$ cat src/rtl/muladd_load_sched.sv
`default_nettype none
// ============================================================================
// Module      : muladd_load_sched
// Description : Load scheduler feeding the MulAdd_top load port. Sequences a
//               host valid/ready beat stream into per-layer vector loads with
//               a fixed compute gap between layers.
// Revision    : 1.0 - initial release
// ============================================================================
module muladd_load_sched #(
    parameter int DATA_W     = 32,
    parameter int BEATS_VEC  = 8,
    parameter int VECS_L0    = 32,
    parameter int VECS_LN    = 16,
    parameter int NUM_LAYERS = 8,
    parameter int GAP_CYC    = 24
) (
    input  logic              clk_data,
    input  logic              rst_n,
    input  logic              start_i,
    input  logic              abort_i,
    input  logic              host_valid_i,
    input  logic [DATA_W-1:0] host_payload_i,
    output logic              host_ready_o,
    output logic              load_en_o,
    output logic [DATA_W-1:0] load_payload_o,
    output logic [2:0]        layer_o,
    output logic              busy_o,
    output logic              done_o
);

    localparam int BEAT_W = (BEATS_VEC > 1) ? $clog2(BEATS_VEC) : 1;
    localparam int VEC_W  = $clog2((VECS_L0 > VECS_LN) ? VECS_L0 : VECS_LN);
    localparam int GAP_W  = $clog2(GAP_CYC + 1);

    localparam logic [BEAT_W-1:0] c_beat_last   = BEAT_W'(BEATS_VEC - 1);
    localparam logic [VEC_W-1:0]  c_vec_last_l0 = VEC_W'(VECS_L0 - 1);
    localparam logic [VEC_W-1:0]  c_vec_last_ln = VEC_W'(VECS_LN - 1);
    localparam logic [2:0]        c_layer_last  = 3'(NUM_LAYERS - 1);
    localparam logic [GAP_W-1:0]  c_gap_load    = GAP_W'(GAP_CYC);
    localparam logic [GAP_W-1:0]  c_gap_one     = GAP_W'(1);

    typedef enum logic [1:0] {
        ST_IDLE = 2'd0,
        ST_LOAD = 2'd1,
        ST_GAP  = 2'd2,
        ST_DONE = 2'd3
    } state_t;

    state_t              r_state;
    logic [BEAT_W-1:0]   r_beat;
    logic [VEC_W-1:0]    r_vec;
    logic [GAP_W-1:0]    r_gap;
    logic [2:0]          r_layer;
    logic                r_load_en;
    logic [DATA_W-1:0]   r_payload;

    logic [VEC_W-1:0]    w_vec_last;

    // Layer 0 interleaves input rows with weight columns, so it is twice as long.
    assign w_vec_last = (r_layer == 3'd0) ? c_vec_last_l0 : c_vec_last_ln;

    always_ff @(posedge clk_data or negedge rst_n) begin
        if (!rst_n) begin
            r_state   <= ST_IDLE;
            r_beat    <= '0;
            r_vec     <= '0;
            r_gap     <= '0;
            r_layer   <= '0;
            r_load_en <= 1'b0;
            r_payload <= '0;
        end else begin
            r_load_en <= 1'b0;
            if (abort_i) begin
                // Abort also suppresses the load of a beat accepted this cycle.
                r_state <= ST_IDLE;
                r_beat  <= '0;
                r_vec   <= '0;
                r_gap   <= '0;
                r_layer <= '0;
            end else begin
                case (r_state)
                    ST_IDLE: begin
                        if (start_i) begin
                            r_state <= ST_LOAD;
                            r_beat  <= '0;
                            r_vec   <= '0;
                            r_layer <= '0;
                        end
                    end
                    ST_LOAD: begin
                        if (host_valid_i) begin
                            r_load_en <= 1'b1;
                            r_payload <= host_payload_i;
                            if (r_beat == c_beat_last) begin
                                r_beat <= '0;
                                if (r_vec == w_vec_last) begin
                                    r_vec <= '0;
                                    if (r_layer == c_layer_last) begin
                                        r_state <= ST_DONE;
                                    end else begin
                                        r_state <= ST_GAP;
                                        r_gap   <= c_gap_load;
                                    end
                                end else begin
                                    r_vec <= r_vec + 1'b1;
                                end
                            end else begin
                                r_beat <= r_beat + 1'b1;
                            end
                        end
                    end
                    ST_GAP: begin
                        // Leaving on count 1 gives exactly GAP_CYC not-ready cycles.
                        if (r_gap == c_gap_one) begin
                            r_gap   <= '0;
                            r_layer <= r_layer + 1'b1;
                            r_state <= ST_LOAD;
                        end else begin
                            r_gap <= r_gap - 1'b1;
                        end
                    end
                    ST_DONE: begin
                        r_state <= ST_IDLE;
                    end
                    default: begin
                        r_state <= ST_IDLE;
                    end
                endcase
            end
        end
    end

    assign host_ready_o   = (r_state == ST_LOAD);
    assign busy_o         = (r_state == ST_LOAD) || (r_state == ST_GAP);
    assign done_o         = (r_state == ST_DONE);
    assign load_en_o      = r_load_en;
    assign load_payload_o = r_payload;
    assign layer_o        = r_layer;

endmodule
`default_nettype wire

$ cat config.mk
export PLATFORM = sky130hd
export DESIGN_NAME = muladd_load_sched
export DESIGN_NICKNAME = d
export VERILOG_FILES = /design/src/rtl/muladd_load_sched.sv
export SDC_FILE = /design/constraint.sdc
export NUM_CORES = 1
export LEC_CHECK = 0
export BUFFER_PORTS_ARGS = -buffer_cell sky130_fd_sc_hd__buf_2
export CORE_ASPECT_RATIO = 0.8
export CORE_MARGIN = 2
export CORE_UTILIZATION = 25
export DETAILED_ROUTE_END_ITERATION = 7
export GPL_TIMING_DRIVEN = 0
export PLACE_DENSITY_LB_ADDON = 0.08
export SYNTH_ARGS = -nofsm -noshare
export SYNTH_HDL_FRONTEND = slang
export SYNTH_SLANG_ARGS = --single-unit
$ cat constraint.sdc
create_clock -name clk_data -period 1.8 [get_ports clk_data]
set_clock_uncertainty 0.15 [all_clocks]
set_input_delay 0.09 -clock clk_data [delete_from_list [all_inputs] [get_ports clk_data]]
set_output_delay 0.09 -clock clk_data [all_outputs]
set_load 0.02 [all_outputs]
Word-level counts from Yosys, hierarchy flattened:

Index checks and enable logic that the tools add are counted.

* word-level logic and storage cells: 70
* output and inout bits: 39
* bits in registers: 51

* eq/ne operators: 13
* bitwise logic cells: 1
* add/sub/neg operators: 4
* muxes and demuxes: 33
* reductions and logical operators: 12

Operator list (number)
* $mux 5: 12
* $pmux 5 s2: 2
* $mux 3: 6
* $mux 2: 6
* $ne 3x3->1 const B: 4
* $pmux 3 s2: 2
* $reduce_and 5->1: 2
* $reduce_and 3->1: 3
* $reduce_bool 3->1: 3
* $pmux 2 s4: 1
* $add 3x1->3 const B: 2
* $eq 3x3->1 const B: 2
* $ne 3x2->1 const B: 2
* $add 5x1->5 const B: 1
* $eq 5x1->1 const B: 1
* $eq 5x5->1: 1
* $sub 5x1->5 const B: 1
* $eq 2x2->1 const B: 2
* $mux 1: 4
* $reduce_and 4->1: 1
* $logic_not 3->1: 1
* $eq 2x1->1 const B: 1
* $logic_not 2->1: 1
* $logic_or 1x1->1: 1
* $not 1->1: 1

Longest topological paths before layout:

* depth in word-level cells: 8
* depth in mapped cells: 8
* depth with buffers taken out: 7

Worst setup path after synthesis:

OpenSTA, ideal clock, no wires.

* kind: reg-to-reg
* from: register r_state[1]
* to: register r_gap[0]
* stages on the path, launching flop included: 8
* path slack: -276 ps
* period minus slack after synthesis: 2076 ps
* arrival: 1799 ps
* cell sequence: dfrtp_1 -> inv_1 -> ha_1 -> inv_2 -> nor3_1 -> a32oi_2 -> nor2b_2 -> mux2_1

* longest elaborated chain between the ends: 3
* elaborated cells between the ends (all ways): 10
* those cells by class: eq/ne: 6; mux: 2; reduce/logical: 2

Ends and longest elaborated chain
* start, declared: RTL line 49 `state_t r_state;`
* start signal, assigned: RTL line 64 `r_state <= ST_IDLE;`
* start signal, assigned: RTL line 75 `r_state <= ST_IDLE;`
* start signal, assigned: RTL line 84 `r_state <= ST_LOAD;`
* $eq 2x1->1 *
* named net host_ready_o: RTL line 23 `output logic host_ready_o,`
* $ne 3x3->1 (no source line), or another cell as far along
* $reduce_and 5->1 (no source line) / $mux 5 (equally long branches)
* end signal, assigned: RTL line 102 `r_gap <= c_gap_load;`
* end signal, assigned: RTL line 119 `r_gap <= r_gap - 1'b1;`
* end, declared: RTL line 52 `logic [GAP_W-1:0] r_gap;`

The timed path passes the listed nets; every way through them passes the cells marked *.
A chain may end at the register's enable or synchronous reset.

Worst setup path after layout:

* from: register r_beat[0]
* to: register r_gap[1]

* longest elaborated chain between the ends: 3

Ends and longest elaborated chain
* start, declared: RTL line 50 `logic [BEAT_W-1:0] r_beat;`
* start signal, assigned: RTL line 108 `r_beat <= r_beat + 1'b1;`
* $eq 3x3->1: RTL line 94 `if (r_beat == c_beat_last) begin`
* $ne 3x2->1 (no source line)
* $reduce_and 5->1 (no source line)

No other way between the ends.

==> results.py <==
metrics = {
    "die": {
        "rows": 32,
        "dieArea_mm2": 0.01062,
        "die_height_um": 92.57,
        "die_w_um": 114.7,
        "top_level_ports": 76,
        "start_util": 0.2551,
        "coreArea_mm2": 0.009609,
    },
    "cts": {
        "numClockSinks": 51,
        "clk_path_buf_depth": 2,
        "htree_levels": 2,
        "numCtsBuffers": 5,
        "clock_latency_ns": 0.29,
        "cts_tree": "built",
        "clk_pin_slew_ns": 0.07,
        "cts-root-buf": "clkbuf_16",
    },
    "critical_path": {
        "start_kind": "register",
        "crit_path_end_kind": "register",
        "cp_cell_sequence": "ha_4 -> ha_4 -> nand2_4 -> nor3_4 -> a32oi_4 -> buf_6 -> or3b_1 -> a21oi_2",
        "cp_data_required_time_ns": 1.88,
        "timing.rr.end": "r_gap[1]",
        "crit_buf_inv": 1,
        "reg2reg_slack_ns": -0.17,
        "arrival_ns": 2.05,
        "critPathKind": "reg2reg",
        "rr_startpoint": "r_beat[0]",
        "slowest_stage": "dfrtp_1",
        "critPathMaxStageDelay_ns": 0.40,
        "path_common_cell": "ha_4",
        "cp_top_family": "simple AND/OR/NAND/NOR gates",
        "crit_fanout": 3,
        "r2r_cells": 8,
    },
    "sta": {
        "period_needed_ns": 1.968,
        "tns_ns": -0.9560,
        "hold_ws_ns": 0.06515,
        "setup_viol": 20,
        "worst_pin_slew_ns": 0.6966,
        "slew_viol_final": 0,
        "setup_slack_ns": -0.1685,
        "hold_viol_final": 0,
        "slew-limit-headroom": 0.5356,
        "post-route-period-util": 1.094,
        "rsz0062_at_grt": "true",
        "fmax_ghz": 0.5080,
    },
    "outcome": {
        "violations": "setup timing",
        "status": "finished with violations",
    },
    "drt": {
        "drcViolationCount": 0,
        "first_pass_iters": 4,
        "antenna_left": 0,
        "drt_wl_total_um": 6133,
        "num_vias": 2061,
        "wire_per_inst_um": 13.22,
        "drtIter0Drc": 70,
        "via_per_inst": 4.442,
    },
    "grt": {
        "grt_max_degree": 52,
        "grt_remaining_overflow": 0,
        "antenna_found_initial": 0,
        "grt_use_total": 0.1265,
        "first_global_vias": 2173,
        "grt_pass1_wl_um": 10540,
    },
    "finish": {
        "area_delta_synth_final_pct": 61.26,
        "post-route-cell-area_mm2": 0.003953,
        "drive_above_1_share": 0.5739,
        "utilization": 0.4113,
        "diodes": 0,
        "stdcell_count": 464,
        "fillers": 964,
        "nNetsFinal": 393,
    },
    "worst_hold_path": {
        "hold_start": "abort_i",
        "whs_endpoint": "r_vec[0]",
        "min_path_cells": 4,
        "hp-class": "in2reg",
    },
    "synthesis": {
        "ys_warn_count": 0,
        "yosys-top-cells-area": "dfrtp_1 52%, mux2_2 15%, ha_1 6.1%",
        "syn-num-nets": 250,
        "yosys_register_bits": 51,
        "synth.distinct_cells": 46,
        "yosys.area.top_type": "dfrtp_1",
        "synth.cell_area_mm2": 0.002451,
        "syn_avg_cell_area_um2": 12.19,
        "yosysSeqAreaShare": 0.5207,
        "synth_cells": 201,
        "netlist.area_leader.share": 0.5207,
    },
    "power_and_ir_drop": {
        "cellLeakagePower_nw": 1.854,
        "cellPowerDensity_mw_per_mm2": 1157,
        "ir_drop_mv": 0.5796,
    },
    "place": {
        "port_buffers": 75,
        "place.gp.congestion": 0.7022,
        "postPlaceCellArea_mm2": 0.003049,
        "placedCellCount": 395,
        "dp_hpwl_um": 3913,
    },
    "run": {
        "max_cap_violations": 0,
    },
}
## cell usage after synthesis (all sizes together)
cell type,number
a211oi,1
a21bo,2
a21o,1
a21oi,9
a22o,1
a22oi,1
a31oi,2
a32oi,3
and2,1
and2b,1
and3,1
and3b,1
buf,4
clkbuf,3
dfrtp,51
ha,12
inv,9
mux2,34
nand2,17
nand2b,6
nand3,3
nand4,1
nor2,10
nor2b,2
nor3,2
nor4,2
o21ai,9
o22ai,2
o311ai,1
o31ai,1
o32ai,1
o41ai,1
or2b,1
or3,1
or3b,2
or4b,1
xor2,1
## cell families after synthesis
| family | after synthesis | share of synthesized area |
|---|---|---|
| multiplexers | 34 | 0.1562 |
| AND/OR/NAND/NOR | 52 | 0.1138 |
| XOR/XNOR | 1 | 0.006638 |
| adder cells (fa/ha/maj) | 12 | 0.06125 |
| flip-flops | 51 | 0.5207 |
| AO/OA/AOI/OAI | 35 | 0.09904 |
| buffers and inverters | 16 | 0.04236 |
## through the flow
step           total power, mW  setup WS [ns]
3_5_place_dp             3.405        -0.4089
2_1_floorplan            2.826        -0.1567
5_1_grt                  4.880        -0.2545
6_report                 4.575        -0.1685
3_3_place_gp             3.387        -0.4123
4_1_cts                  4.607        -0.1782
## metal layers
metal	up-vias	GRT usage	routed length, um
met1	1012	0.1654	2861
li1	1000	-	-
met5	-	0	0
met3	7	0.03730	294
met2	42	0.2022	2897
met4	0	0.03916	80
## worst max-delay path by stage
| stage | startpoint | endpoint | slack [ns] | cells after the start |
|---|---|---|---|---|
| 2_1_floorplan | layer_o[1] | r_gap[0] | -0.16 | 7 |
| 3_3_place_gp | r_vec[0] | r_gap[0] | -0.41 | 6 |
| 3_5_place_dp | r_beat[0] | r_gap[0] | -0.41 | 7 |
| 4_1_cts | r_beat[1] | r_vec[3] | -0.18 | 9 |
| 5_1_grt | layer_o[0] | r_gap[1] | -0.25 | 7 |
| 6_report | r_beat[0] | r_gap[1] | -0.17 | 8 |
## tightest hold or removal path, stage by stage
cell	delay [ns]
buf_2	0.22
a21oi_4	0.06
nand2_1	0.05
o21ai_1	0.05
## cell usage in the layout (no fill, tap or decap), types with 2 or more instances in the layout
cell type / count
nand2b_1: 4
nor2_1: 7
a21oi_2: 5
nand2_4: 2
buf_2: 74
dfrtp_2: 3
inv_2: 6
ha_4: 7
a21bo_4: 2
a21oi_4: 2
o21ai_0: 5
a32oi_1: 2
buf_4: 24
o21ai_1: 4
o22ai_1: 2
a31oi_1: 2
mux2_4: 2
nor2_2: 2
dfrtp_1: 48
a21oi_1: 3
nand3_1: 3
clkbuf_16: 5
dlygate4sd3_1: 33
mux2_2: 32
ha_1: 5
nand2_1: 14
inv_1: 3
buf_6: 9
## area by class of cell
class,count,area (um2),area share
Multi-Input combinational cell,135,1334,0.3374
Sequential cell,51,1280,0.3238
Timing Repair Buffer,137,948.4,0.2399
Tap cell,119,148.9,0.03767
Clock buffer,5,125.1,0.03166
Buffer,5,55.05,0.01393
Inverter,9,33.78,0.008547
Clock inverter,3,27.53,0.006964
## sequential cells by signal (all words and copies together) (netlist names)
register,cells
r_gap,5
r_state,2
load_payload_o,32
r_vec,5
r_beat,3
load_en_o,1
layer_o,3
## power by group
group / switching [mW] / total (mW) / internal (mW)
logic: 1.00 / 1.82 / 0.822
clock network: 0.478 / 1.01 / 0.532
registers: 0.202 / 1.74 / 1.54
total: 1.68 / 4.57 / 2.90
## timing repair
action	in CTS	in global routing
pin swaps	21	18
endpoints found under the hold margin	83	0
buffers inserted	24	6
gates resized for setup	33	15
hold buffers	33	0
gates cloned	1	0
endpoints found under the setup margin	49	47
Power figures use the tool's default switching activity.
